**src/rtl/teras_result_fifo.sv**
```systemverilog
`default_nettype none
// ============================================================================
// Module   : teras_result_fifo
// Purpose  : Buffers result words leaving the teras systolic array and serves
//            them to the Wishbone bridge through a request/acknowledge read
//            port. Applies real backpressure to teras through rtr_o.
//
// Ports    : clk, rst_n        - clock, asynchronous active-low reset
//            rts_i/rtr_o/data_i - result stream from teras (valid/ready/data)
//            rd_req_i          - read request, held by the bridge until ack
//            rd_sel_i          - 0 = pop data word, 1 = status word (option)
//            rd_ack_o          - one-cycle read acknowledge
//            rd_dat_o          - read data, valid while rd_ack_o is high
//            count_o           - current occupancy
//            empty_o / full_o  - occupancy flags
//
// Option   : TERAS_RESULT_FIFO_STATUS_EN - when defined, rd_sel_i = 1 returns
//            {underflow, full, empty, 0.., count} and clears underflow.
//            When undefined, every read is a data pop.
//
// Revision : 1.0 - initial release
// ============================================================================
module teras_result_fifo #(
  parameter  int DATA_W = 32,
  parameter  int DEPTH  = 16,
  localparam int ADDR_W = $clog2(DEPTH)
) (
  input  logic              clk,
  input  logic              rst_n,
  input  logic              rts_i,
  output logic              rtr_o,
  input  logic [DATA_W-1:0] data_i,
  input  logic              rd_req_i,
  input  logic              rd_sel_i,
  output logic              rd_ack_o,
  output logic [31:0]       rd_dat_o,
  output logic [ADDR_W:0]   count_o,
  output logic              empty_o,
  output logic              full_o
);

  localparam logic [0:0]      S_IDLE   = 1'b0;
  localparam logic [0:0]      S_ACK    = 1'b1;
  localparam logic [ADDR_W:0] CNT_FULL = (ADDR_W+1)'(DEPTH);
  localparam logic [ADDR_W:0] CNT_ONE  = (ADDR_W+1)'(1);
  localparam logic [ADDR_W-1:0] PTR_ONE = ADDR_W'(1);

  // --------------------------------------------------------------------------
  // State
  // --------------------------------------------------------------------------
  logic [DATA_W-1:0] mem_q [DEPTH];
  logic [ADDR_W-1:0] wr_ptr_q, wr_ptr_d;
  logic [ADDR_W-1:0] rd_ptr_q, rd_ptr_d;
  logic [ADDR_W:0]   count_q, count_d;
  logic [31:0]       dat_q, dat_d;
  logic              underflow_q, underflow_d;
  logic [0:0]        state_q, state_d;

  // --------------------------------------------------------------------------
  // Flags and handshakes
  // --------------------------------------------------------------------------
  logic        full_w;
  logic        empty_w;
  logic        push;
  logic        rd_take;
  logic        rd_is_status;
  logic        pop;
  logic [31:0] rd_word;
  logic [31:0] status_word;

  assign full_w  = (count_q == CNT_FULL);
  assign empty_w = (count_q == '0);

  // rtr_o comes only from the registered count, so a pop at full does not
  // open the input in the same cycle.
  assign push    = rts_i & ~full_w;

  // A request is only accepted in IDLE; while ACK is shown the held request
  // is ignored so each request yields exactly one ack and at most one pop.
  assign rd_take = (state_q == S_IDLE) & rd_req_i;

`ifdef TERAS_RESULT_FIFO_STATUS_EN
  assign rd_is_status = rd_sel_i;

  always_comb begin
    status_word              = '0;
    status_word[31]          = underflow_q;
    status_word[30]          = full_w;
    status_word[29]          = empty_w;
    status_word[ADDR_W:0]    = count_q;
  end
`else
  // Without the status option the select line has no effect.
  logic unused_rd_sel;
  assign unused_rd_sel = rd_sel_i;
  assign rd_is_status  = 1'b0;
  assign status_word   = '0;
`endif

  assign pop = rd_take & ~rd_is_status & ~empty_w;

  // Zero-extend the stored word to the 32-bit bus.
  always_comb begin
    rd_word               = '0;
    rd_word[DATA_W-1:0]   = mem_q[rd_ptr_q];
  end

  // --------------------------------------------------------------------------
  // Datapath next-state
  // --------------------------------------------------------------------------
  always_comb begin
    wr_ptr_d    = wr_ptr_q;
    rd_ptr_d    = rd_ptr_q;
    count_d     = count_q;
    dat_d       = dat_q;
    underflow_d = underflow_q;

    if (push) begin
      wr_ptr_d = wr_ptr_q + PTR_ONE;
    end

    if (rd_take) begin
      if (rd_is_status) begin
        dat_d       = status_word;
        underflow_d = 1'b0;
      end else if (!empty_w) begin
        dat_d    = rd_word;
        rd_ptr_d = rd_ptr_q + PTR_ONE;
      end else begin
        // Reading an empty FIFO still completes the bus cycle with zero data.
        dat_d       = '0;
        underflow_d = 1'b1;
      end
    end

    case ({push, pop})
      2'b10:   count_d = count_q + CNT_ONE;
      2'b01:   count_d = count_q - CNT_ONE;
      default: count_d = count_q;
    endcase
  end

  // --------------------------------------------------------------------------
  // Registers
  // --------------------------------------------------------------------------
  always_ff @(posedge clk or negedge rst_n) begin
    if (!rst_n) begin
      wr_ptr_q    <= '0;
      rd_ptr_q    <= '0;
      count_q     <= '0;
      dat_q       <= '0;
      underflow_q <= 1'b0;
    end else begin
      wr_ptr_q    <= wr_ptr_d;
      rd_ptr_q    <= rd_ptr_d;
      count_q     <= count_d;
      dat_q       <= dat_d;
      underflow_q <= underflow_d;
    end
  end

  // Storage needs no reset: entries are only visible through count.
  always_ff @(posedge clk) begin
    if (push) begin
      mem_q[wr_ptr_q] <= data_i;
    end
  end

  // --------------------------------------------------------------------------
  // Read FSM: state register / next state / outputs
  // --------------------------------------------------------------------------
  always_ff @(posedge clk or negedge rst_n) begin
    if (!rst_n) begin
      state_q <= S_IDLE;
    end else begin
      state_q <= state_d;
    end
  end

  always_comb begin
    state_d = state_q;
    case (state_q)
      S_IDLE:  if (rd_req_i) state_d = S_ACK;
      S_ACK:   state_d = S_IDLE;
      default: state_d = S_IDLE;
    endcase
  end

  always_comb begin
    rd_ack_o = 1'b0;
    case (state_q)
      S_ACK:   rd_ack_o = 1'b1;
      default: rd_ack_o = 1'b0;
    endcase
  end

  // --------------------------------------------------------------------------
  // Outputs
  // --------------------------------------------------------------------------
  assign rd_dat_o = dat_q;
  assign count_o  = count_q;
  assign empty_o  = empty_w;
  assign full_o   = full_w;
  assign rtr_o    = ~full_w;

endmodule
`default_nettype wire
```
**config.mk**
```make
export PLATFORM = sky130hd
export DESIGN_NAME = teras_result_fifo
export DESIGN_NICKNAME = d
export VERILOG_FILES = /design/src/rtl/teras_result_fifo.sv
export SDC_FILE = /design/constraint.sdc
export NUM_CORES = 1
export LEC_CHECK = 0
export ABC_AREA = 1
export CAP_MARGIN = 10
export CORE_MARGIN = 3
export CORE_UTILIZATION = 69
export CTS_BUF_LIST = sky130_fd_sc_hd__clkbuf_4 sky130_fd_sc_hd__clkbuf_8
export CTS_CLUSTER_SIZE = 16
export DETAILED_ROUTE_END_ITERATION = 12
export PLACE_DENSITY = 0.92
export SYNTH_ARGS = -nofsm -noshare
export SYNTH_HDL_FRONTEND = slang
export SYNTH_SLANG_ARGS = --single-unit
```
**constraint.sdc**
```tcl
create_clock -name clk -period 7.1 [get_ports clk]
set_input_delay 1.42 -clock clk [delete_from_list [all_inputs] [get_ports clk]]
set_output_delay 1.42 -clock clk [all_outputs]
set_load 0.01 [all_outputs]
```
==> results of run 1 <==
state kept, by name, indices dropped and copies added (netlist names):
signal	flops
state_q	1
rd_ptr_q	4
wr_ptr_q	4
count_o	5
rd_dat_o	32
mem_q	512
kinds of logic (layout without fill, tap and decap cells):
logic type               after synthesis  in the layout
other                                  0              1
AO/OA/AOI/OAI                          9              9
XOR/XNOR                               8              8
buffers and inverters                515            676
adder cells (fa/ha/maj)                9              9
flip-flops                           558            558
AND/OR/NAND/NOR                     1220           1220
cell usage in the layout, fill, tap and decap left out, types with 3 or more instances in the layout:
| master | Yosys | final |
|---|---|---|
| xnor2_1 | 3 | 3 |
| clkdlybuf4s50_1 | 0 | 75 |
| o21ai_0 | 4 | 4 |
| clkbuf_8 | 0 | 93 |
| nand2_1 | 810 | 810 |
| clkinv_1 | 0 | 17 |
| nand3_1 | 384 | 384 |
| xor2_1 | 5 | 5 |
| clkinv_2 | 0 | 6 |
| clkbuf_4 | 0 | 37 |
| nor3_2 | 0 | 16 |
| dfrtp_1 | 46 | 42 |
| nor2_1 | 6 | 6 |
| inv_1 | 399 | 398 |
| ha_1 | 9 | 9 |
| clkinvlp_4 | 0 | 3 |
| buf_4 | 5 | 41 |
| edfxtp_1 | 512 | 512 |
worst max path at each step:
stage	startpoint	end	slack, ns	depth (start not counted)
5_1_grt	rd_ptr_q[0]$_DFFE_PN0P_	rd_dat_o[7]$_DFFE_PN0P_	3.09	9
6_report	rd_ptr_q[0]$_DFFE_PN0P_	rd_dat_o[14]$_DFFE_PN0P_	3.26	9
2_1_floorplan	rts_i	mem_q[10][0]$_DFFE_PP_	2.77	3
4_1_cts	rd_ptr_q[0]$_DFFE_PN0P_	rd_dat_o[7]$_DFFE_PN0P_	3.35	9
3_5_place_dp	rts_i	mem_q[5][15]$_DFFE_PP_	2.81	4
3_3_place_gp	rts_i	mem_q[5][16]$_DFFE_PP_	2.90	4
routing by layer:
layer,global-route usage [%],routed length (um),up-vias
met2,55.9,29900,1360
met3,7.19,8230,286
met4,19.7,3320,2
met1,41.6,20100,7992
li1,-,-,7651
met5,0,13,-
worst max-delay path: stages (launching register included):
cell	delay [ns]
dfrtp_4	0.78
inv_6	0.94
buf_4	1.03
nand2_1	0.18
nand3_1	0.17
nand3_1	0.17
nand3_1	0.18
nand2_1	0.06
nand2_1	0.07
nand2_1	0.06
power breakdown:
part           internal, mW  total [mW]  switching (mW)
combinational          1.00        3.25            2.24
clock                  1.40        2.63            1.23
sequential             3.97        4.22           0.252
total                  6.37        10.1            3.73
layout make-up:
cell class,instances,area (um2),area share [%]
antenna,1,2.50,0.00935
clock buffer,130,1560,5.82
clock inverter,27,125,0.467
inverter,402,1520,5.67
multi-input combinational,1246,5410,20.2
sequential,558,16500,61.8
tap,448,561,2.09
timing repair buffer,117,1060,3.97
per-stage QoR:
| step | cells | hold WS (ns) | area (um2) |
|---|---|---|---|
| 6_report | 2929 | 0.455 | 26800 |
| 4_1_cts | 2928 | 0.459 | 26800 |
| 3_5_place_dp | 2771 | 0.452 | 25100 |
| 5_1_grt | 2929 | 0.489 | 26800 |
| 2_1_floorplan | 2319 | 0.493 | 24100 |
| 3_3_place_gp | 2771 | 0.453 | 25100 |
==> reports/qor.yml, run 1 <==
maxSlewViolCount: 0
setup_violations: 0
synth_area_per_cell_um2: 10.4
drtAntennaViolNets: 0
dieHeight_um: 193
synth_compound_area_share_pct: 0.218
synth-simple-area-share_pct: 21.1
numCtsBuffers: 85
root_buffer: "clkbuf_8"
period_share_pct: 54.1
synth_async_sr_flop_share_pct: 8.24
first_pass_iters: 8
synthAdderAreaFrac_pct: 0.467
vdd_drop_max_uv: 308
drc: 0
grt_use_total_pct: 33.8
grt_start_max_net_pins: 149
post-dp-hpwl_um: 31800
yosysWarnings: 0
die_area_um2: 37200
syn_area_um2: 24100
grt_pass1_vias: 17700
cp_max_fo: 148
critPathKind: "flop to flop"
critical_path_arrival_ns: 4.37
power.total_mw: 10.1
overflow: 0
r2r_end: "rd_dat_o[14]$_DFFE_PN0P_"
yosysUniqueCellTypes: 27
rr_worst_depth: 9
leakage_nw: 11.7
ys.flop_type: "edfxtp_1"
gp_congestion: 0.810
r2r-start: "rd_ptr_q[0]$_DFFE_PN0P_"
num_vias: 17300
placementRows: 67
first_iter_violations: 2472
io_pins: 78
cts_tree: "done"
slew-limit-headroom_pct: 18.3
cts_buffer_depth: 3
max_freq_mhz: 260
crit_path_end_kind: "flop"
synthTopCellsByCount: "810 x nand2_1, 512 x edfxtp_1, 399 x inv_1"
max_cap_violations: 0
rrSetupSlack_ns: 3.26
synth_top_family_by_area: "simple AND/OR/NAND/NOR gates"
tightest_slew_ns: 1.23
finalHoldViolCount: 0
wirelength_um: 61500
nFillCells: 1792
cp.required_ns: 7.63
synth_area_leaders: "edfxtp_1 64%, nand2_1 13%, nand3_1 8.0%"
fin_setup_tns_ns: 0
period_minus_slack_ns: 3.84
ctsHoldBuffers: 0
synth_edf_count: 512
power_density_nw_per_um2: 377
hold_class: "flop to flop"
routedWlPerCell_um: 21.0
whs_path_depth: 1
synthXorXnorAreaFrac_pct: 0.291
grt_pass1_wl_um: 94300
ys_seq_area_share_pct: 68.5
crit_path_start_kind: "flop"
syn-instance-count: 2319
final.setup.worst_slack_ns: 3.26
fp.dieW_um: 193
clkLatencyLatePin_ns: 0.65
synth_seq_cells: 558
cts-resized-gates: 0
clk_pin_slew_ns: 0.06
yosysTopAreaCellShare_pct: 63.8
rsz0062_at_grt: "false"
hp-start: "state_q$_DFF_PN0_"
syn_nets: 2365
port-buffer-count: 76
synthMuxAreaShare_pct: 0
whs_endpoint: "state_q$_DFF_PN0_"
synth_top_area_cell: "edfxtp_1"
status: "completed"
yosysMostFrequentCell: "nand2_1"
core_um2: 34000
cts_setup_buffers: 0
fin_skew_ns: 0.0466
h-tree-depth: 3
antenna_found_initial: 2
layout-drive-gt1-share_pct: 8.43
start_util_pct: 71.0
dp_slack_ns: 2.81
syn2layout_area_growth_pct: 11.1
final_nets: 2456
cts_sinks: 558
viasPerCell: 5.90
utilization_pct: 78.9
Power figures use the tool's default switching activity.
==> run 2: changes to the inputs <==
--- a/config.mk
+++ b/config.mk
@@ -8,11 +8,11 @@
 export ABC_AREA = 1
 export CAP_MARGIN = 10
 export CORE_MARGIN = 3
-export CORE_UTILIZATION = 69
+export CORE_UTILIZATION = 64
 export CTS_BUF_LIST = sky130_fd_sc_hd__clkbuf_4 sky130_fd_sc_hd__clkbuf_8
 export CTS_CLUSTER_SIZE = 16
 export DETAILED_ROUTE_END_ITERATION = 12
-export PLACE_DENSITY = 0.92
+export PLACE_DENSITY = 0.87
 export SYNTH_ARGS = -nofsm -noshare
 export SYNTH_HDL_FRONTEND = slang
 export SYNTH_SLANG_ARGS = --single-unit
==> constraint.sdc (replaced) <==
create_clock -name clk -period 3.65 [get_ports clk]
set_input_delay 0.73 -clock clk [delete_from_list [all_inputs] [get_ports clk]]
set_output_delay 0.73 -clock clk [all_outputs]
set_load 0.01 [all_outputs]
==> reports/qor.yml, run 2 (synthesis results as in run 1) <==
routedWlPerCell_um: 19.6  # was 21.0 um
hold_class: "input pin to async pin"  # was flop to flop
placementRows: 70  # was 67
crit_path_end_kind: "output pin"  # was flop
cts_tree: "done"  # unchanged
slew-limit-headroom_pct: 29.5  # was 18.3%
power_density_nw_per_um2: 739  # was 377 nW/um2
port-buffer-count: 76  # unchanged
dp_slack_ns: 0.483  # was 2.81 ns
status: "completed"  # unchanged
grt_pass1_wl_um: 89100  # was 94,300 um
cp.required_ns: 2.92  # was 7.63 ns
post-dp-hpwl_um: 28800  # was 31,800 um
power.total_mw: 19.9  # was 10.1 mW
cts_sinks: 558  # unchanged
gp_congestion: 0.795  # was 0.810
holdWs_ns: 0.253  # was 0.455 ns
critical_path_arrival_ns: 2.21  # was 4.37 ns
cp-startpoint: "count_o[1]$_DFFE_PN0P_"  # was rd_ptr_q[0]$_DFFE_PN0P_
viasPerCell: 5.73  # was 5.90
tightest_slew_ns: 1.06  # was 1.23 ns
cts-resized-gates: 0  # unchanged
fin_setup_tns_ns: 0  # unchanged
rsz0062_at_grt: "false"  # unchanged
layout.cells.most_common_list: "810 x nand2_1, 512 x edfxtp_1, 398 x inv_1, 384 x nand3_1, 95 x clkbuf_8"  # was 810 x nand2_1, 512 x edfxtp_1, 398 x inv_1, 384 x nand3_1, 93 x clkbuf_8
top_register: "mem_q"  # unchanged
die_area_um2: 40000  # was 37,200 um2
overflow: 0  # unchanged
antenna_found_initial: 0  # was 2
first_iter_violations: 2087  # was 2,472
grt_use_total_pct: 29.4  # was 33.8%
crit_path_start_kind: "flop"  # unchanged
r2r-start: "count_o[1]$_DFFE_PN0P_"  # was rd_ptr_q[0]$_DFFE_PN0P_
max_cap_violations: 0  # unchanged
io_pins: 78  # unchanged
period_share_pct: 80.5
wirelength_um: 58500  # was 61,500 um
fin_skew_ns: 0.0241  # was 0.0466 ns
grt_start_max_net_pins: 200  # was 149
cp_max_fo: 5  # was 148
finalHoldViolCount: 0  # unchanged
final.setup.worst_slack_ns: 0.713  # was 3.26 ns
ctsHoldBuffers: 0  # unchanged
max_freq_mhz: 340
critPathKind: "flop to output pin"  # was flop to flop
final_nets: 2452  # was 2,456
drc: 0  # unchanged
largest_reg_flops: 512  # unchanged
start_util_pct: 65.4  # was 71.0%
period_minus_slack_ns: 2.94
final_common_cell: "nand2_1"  # unchanged
cts_setup_buffers: 0  # unchanged
vdd_drop_max_uv: 713  # was 308 uV
setup_violations: 0  # unchanged
clk_pin_slew_ns: 0.06  # about the same
core_um2: 36900  # was 34,000 um2
cts_buffer_depth: 3  # unchanged
dieHeight_um: 200  # was 193 um
syn2layout_area_growth_pct: 12.0  # was 11.1%
root_buffer: "clkbuf_8"  # unchanged
first_pass_iters: 6  # was 8
fp.dieW_um: 200  # was 193 um
numCtsBuffers: 85  # unchanged
utilization_pct: 73.2  # was 78.9%
h-tree-depth: 3  # unchanged
maxSlewViolCount: 0  # unchanged
rr_worst_depth: 13  # was 9
num_vias: 17100  # was 17,300
layout-drive-gt1-share_pct: 8.48  # was 8.43%
leakage_nw: 11.7  # about the same
grt_pass1_vias: 17200  # was 17,700
drtAntennaViolNets: 0  # unchanged
clkLatencyLatePin_ns: 0.64  # was 0.65 ns
run 2: final timing paths:
| kind | endpoint | slack (ns) |
|---|---|---|
| setup / recovery | full_o | 0.71 |
| hold / removal | rd_dat_o[29]$_DFFE_PN0P_ | 0.25 |
| setup reg to reg | count_o[4]$_DFFE_PN0P_ | 0.98 |
| hold reg to reg | state_q$_DFF_PN0_ | 0.47 |
| max in group asynchronous | rd_dat_o[9]$_DFFE_PN0P_ | 2.63 |
| min in group clk | state_q$_DFF_PN0_ | 0.47 |
run 2: worst max-delay path, stage by stage (launching register included):
cell and delay (ns):
dfrtp_1 0.44, nor4_2 0.37, nand2_1 0.16, inv_1 0.08, clkdlybuf4s50_1 0.53
run 2: stage by stage:
step,cell area (um2),std cells
final,27000,2982
after global routing,27000,2980
after CTS,27000,2980
after detailed placement,25200,2823
after global placement,25200,2823
after floorplan,24100,2319
run 2: metal layers:
metal  routed length, um  track usage (%)  part of all wire (%)
met1               20800             37.5                    36
met2               28500             49.0                    49
met4                2580             15.3                   4.4
met5                   0                0                     0
met3                6590             5.29                    11
run 2: area by class of cell:
type / instances / area [um2]
diodes: 2 / 5.00
flip-flops and latches: 558 / 16500
multi-input cells: 1246 / 5410
clock inverters: 38 / 318
well taps: 504 / 631
repair buffers: 113 / 1100
clock buffers: 119 / 1490
inverters: 402 / 1520
fillers: 2205 / 9870
run 2: report_power, final:
part | total, mW | switching (mW) | internal (mW) | leakage, nW
registers | 8.05 | 0.314 | 7.73 | 5.19
logic | 6.51 | 4.49 | 2.02 | 5.60
clock network | 5.39 | 2.39 | 3.01 | 0.951
==> run 3: changes to the inputs <==
==> constraint.sdc (replaced) <==
create_clock -name clk -period 3.1 [get_ports clk]
set_input_delay 0.62 -clock clk [delete_from_list [all_inputs] [get_ports clk]]
set_output_delay 0.62 -clock clk [all_outputs]
set_load 0.01 [all_outputs]
==> reports/qor.yml, run 3 (synthesis results as in run 1) <==
status: "completed"  # unchanged
antenna_found_initial: 2  # was 0
cp-startpoint: "count_o[1]$_DFFE_PN0P_"  # unchanged
intPower_mw: 14.8  # was 12.8 mW
max_cap_violations: 0  # unchanged
rrSetupSlack_ns: 0.58  # was 0.98 ns
power.total_mw: 23.4  # was 19.9 mW
crit_path_end: "empty_o"  # was full_o
io_pins: 78  # unchanged
layout.cells.most_common_list: "810 x nand2_1, 512 x edfxtp_1, 398 x inv_1, 384 x nand3_1, 87 x clkbuf_8"  # was 810 x nand2_1, 512 x edfxtp_1, 398 x inv_1, 384 x nand3_1, 95 x clkbuf_8
overflow: 0  # unchanged
grt_pass1_wl_um: 91900  # was 89,100 um
fp.dieW_um: 200  # unchanged
p_switching_mw: 8.58  # was 7.19 mW
final_common_cell: "nand2_1"  # unchanged
period_minus_slack_ns: 2.87
r2r_end: "count_o[4]$_DFFE_PN0P_"  # unchanged
critPathKind: "flop to output pin"  # unchanged
rr_worst_depth: 14  # was 13
cts_buffer_depth: 3  # unchanged
fin_skew_ns: 0.0253  # was 0.0241 ns
grt_pass1_vias: 17400  # was 17,200
core_um2: 36900  # unchanged
port-buffer-count: 76  # unchanged
power_switching_share_pct: 36.6  # was 36.1%
period_share_pct: 92.5
h-tree-depth: 3  # unchanged
dieHeight_um: 200  # unchanged
clkPwrFrac_pct: 25.9  # was 27.0%
crit_path_end_kind: "output pin"  # unchanged
maxSlewViolCount: 0  # unchanged
final_nets: 2485  # was 2,452
setup_violations: 0  # unchanged
largest_reg_flops: 512  # unchanged
r2r-start: "count_o[1]$_DFFE_PN0P_"  # unchanged
first_iter_violations: 2233  # was 2,087
drtAntennaViolNets: 0  # unchanged
holdWs_ns: 0.416  # was 0.253 ns
placementRows: 70  # unchanged
combinationalPowerShare_pct: 33.2  # was 32.6%
max_freq_mhz: 349
viasPerCell: 5.75  # was 5.73
cts_sinks: 558  # unchanged
grt_use_total_pct: 30.2  # was 29.4%
crit_path_start_kind: "flop"  # unchanged
syn2layout_area_growth_pct: 12.7  # was 12.0%
tightest_slew_ns: 0.899  # was 1.06 ns
post-dp-hpwl_um: 32100  # was 28,800 um
cts-resized-gates: 0  # unchanged
root_buffer: "clkbuf_8"  # unchanged
wirelength_um: 59700  # was 58,500 um
antenna_cells: 0  # was 2
hold_class: "input pin to async pin"  # unchanged
rsz0062_at_grt: "false"  # unchanged
drc: 0  # unchanged
p_seq_share_pct: 40.9  # was 40.3%
die_area_um2: 40000  # unchanged
clk_pin_slew_ns: 0.06  # about the same
finalHoldViolCount: 0  # unchanged
leakage_nw: 11.9  # was 11.7 nW
slew-limit-headroom_pct: 40.1  # was 29.5%
cp_max_fo: 5  # unchanged
cp.required_ns: 2.48  # was 2.92 ns
grt_start_max_net_pins: 101  # was 200
cts_tree: "done"  # unchanged
clkLatencyLatePin_ns: 0.64  # about the same
layout-drive-gt1-share_pct: 9.46  # was 8.48%
numCtsBuffers: 84  # was 85
start_util_pct: 65.4  # unchanged
routedWlPerCell_um: 19.8  # was 19.6 um
top_register: "mem_q"  # unchanged
critical_path_arrival_ns: 2.25  # was 2.21 ns
num_vias: 17300  # was 17,100
gp_congestion: 0.816  # was 0.795
first_pass_iters: 6  # unchanged
vdd_drop_max_uv: 515  # was 713 uV
power_density_nw_per_um2: 862  # was 739 nW/um2
==> run 3: worst max-delay path, stage by stage (launching register included) <==
cell,delay (ns)
dfrtp_1,0.45
nor4_2,0.38
nand2_1,0.14
inv_1,0.10
clkdlybuf4s50_1,0.54
==> run 3: power groups by stage <==
| stage | clock [mW] | sequential [mW] | combinational [mW] |
|---|---|---|---|
| after global placement | 0 | 9.66 | 7.14 |
| after global routing | 6.47 | 9.64 | 8.48 |
| after floorplan | 0 | 9.62 | 5.21 |
| after detailed placement | 0 | 9.70 | 7.49 |
| final | 6.06 | 9.58 | 7.78 |
| after CTS | 6.12 | 9.57 | 7.65 |
==> run 3: routing by layer <==
layer | wire [um] | track usage [%] | vias up
met5 | 28 | 0 | -
met4 | 2840 | 16.1 | 4
met3 | 6820 | 6.24 | 256
met2 | 29300 | 49.9 | 1250
met1 | 20700 | 38.2 | 8083
li1 | - | - | 7703
==> run 3: worst min-delay path by stage <==
| stage | to | slack, ns | startpoint |
|---|---|---|---|
| final | count_o[1]$_DFFE_PN0P_ | 0.42 | rst_n |
| after global routing | rd_dat_o[3]$_DFFE_PN0P_ | 0.44 | rst_n |
| after CTS | count_o[1]$_DFFE_PN0P_ | 0.40 | rst_n |
| after detailed placement | rd_dat_o[17]$_DFFE_PN0P_ | 0.46 | rd_dat_o[17]$_DFFE_PN0P_ |
| after global placement | rd_dat_o[8]$_DFFE_PN0P_ | 0.46 | rd_dat_o[8]$_DFFE_PN0P_ |
| after floorplan | count_o[0]$_DFFE_PN0P_ | 0.32 | rst_n |
==> run 3: cell type report <==
class                           count  area [um2]
Fill cell                        2189        9690
Clock buffer                      120        1450
Clock inverter                     32         238
Tap cell                          504         631
Sequential cell                   558       16500
Inverter                          402        1520
Timing Repair Buffer              147        1350
Multi-Input combinational cell   1246        5460
==> run 3: per-stage QoR <==
stage / instances / setup TNS (ns) / cell area, um2 / worst slack [ns] / util (%)
global route: 3009 / 0 / 27200 / 0.0902 / 73.7
global placement: 2856 / 0 / 25500 / 0.243 / 69.1
detailed placement: 2856 / 0 / 25500 / 0.0366 / 69.1
floorplan: 2319 / -151.44 / 24100 / -0.526 / -
CTS: 3009 / 0 / 27200 / 0.192 / 73.7
finish: 3009 / 0 / 27200 / 0.232 / 73.7
==> run 3: repair_timing <==
item,CTS,global route
endpoints found under the hold margin,14,0
buffers inserted,0,0
hold buffers,1,0
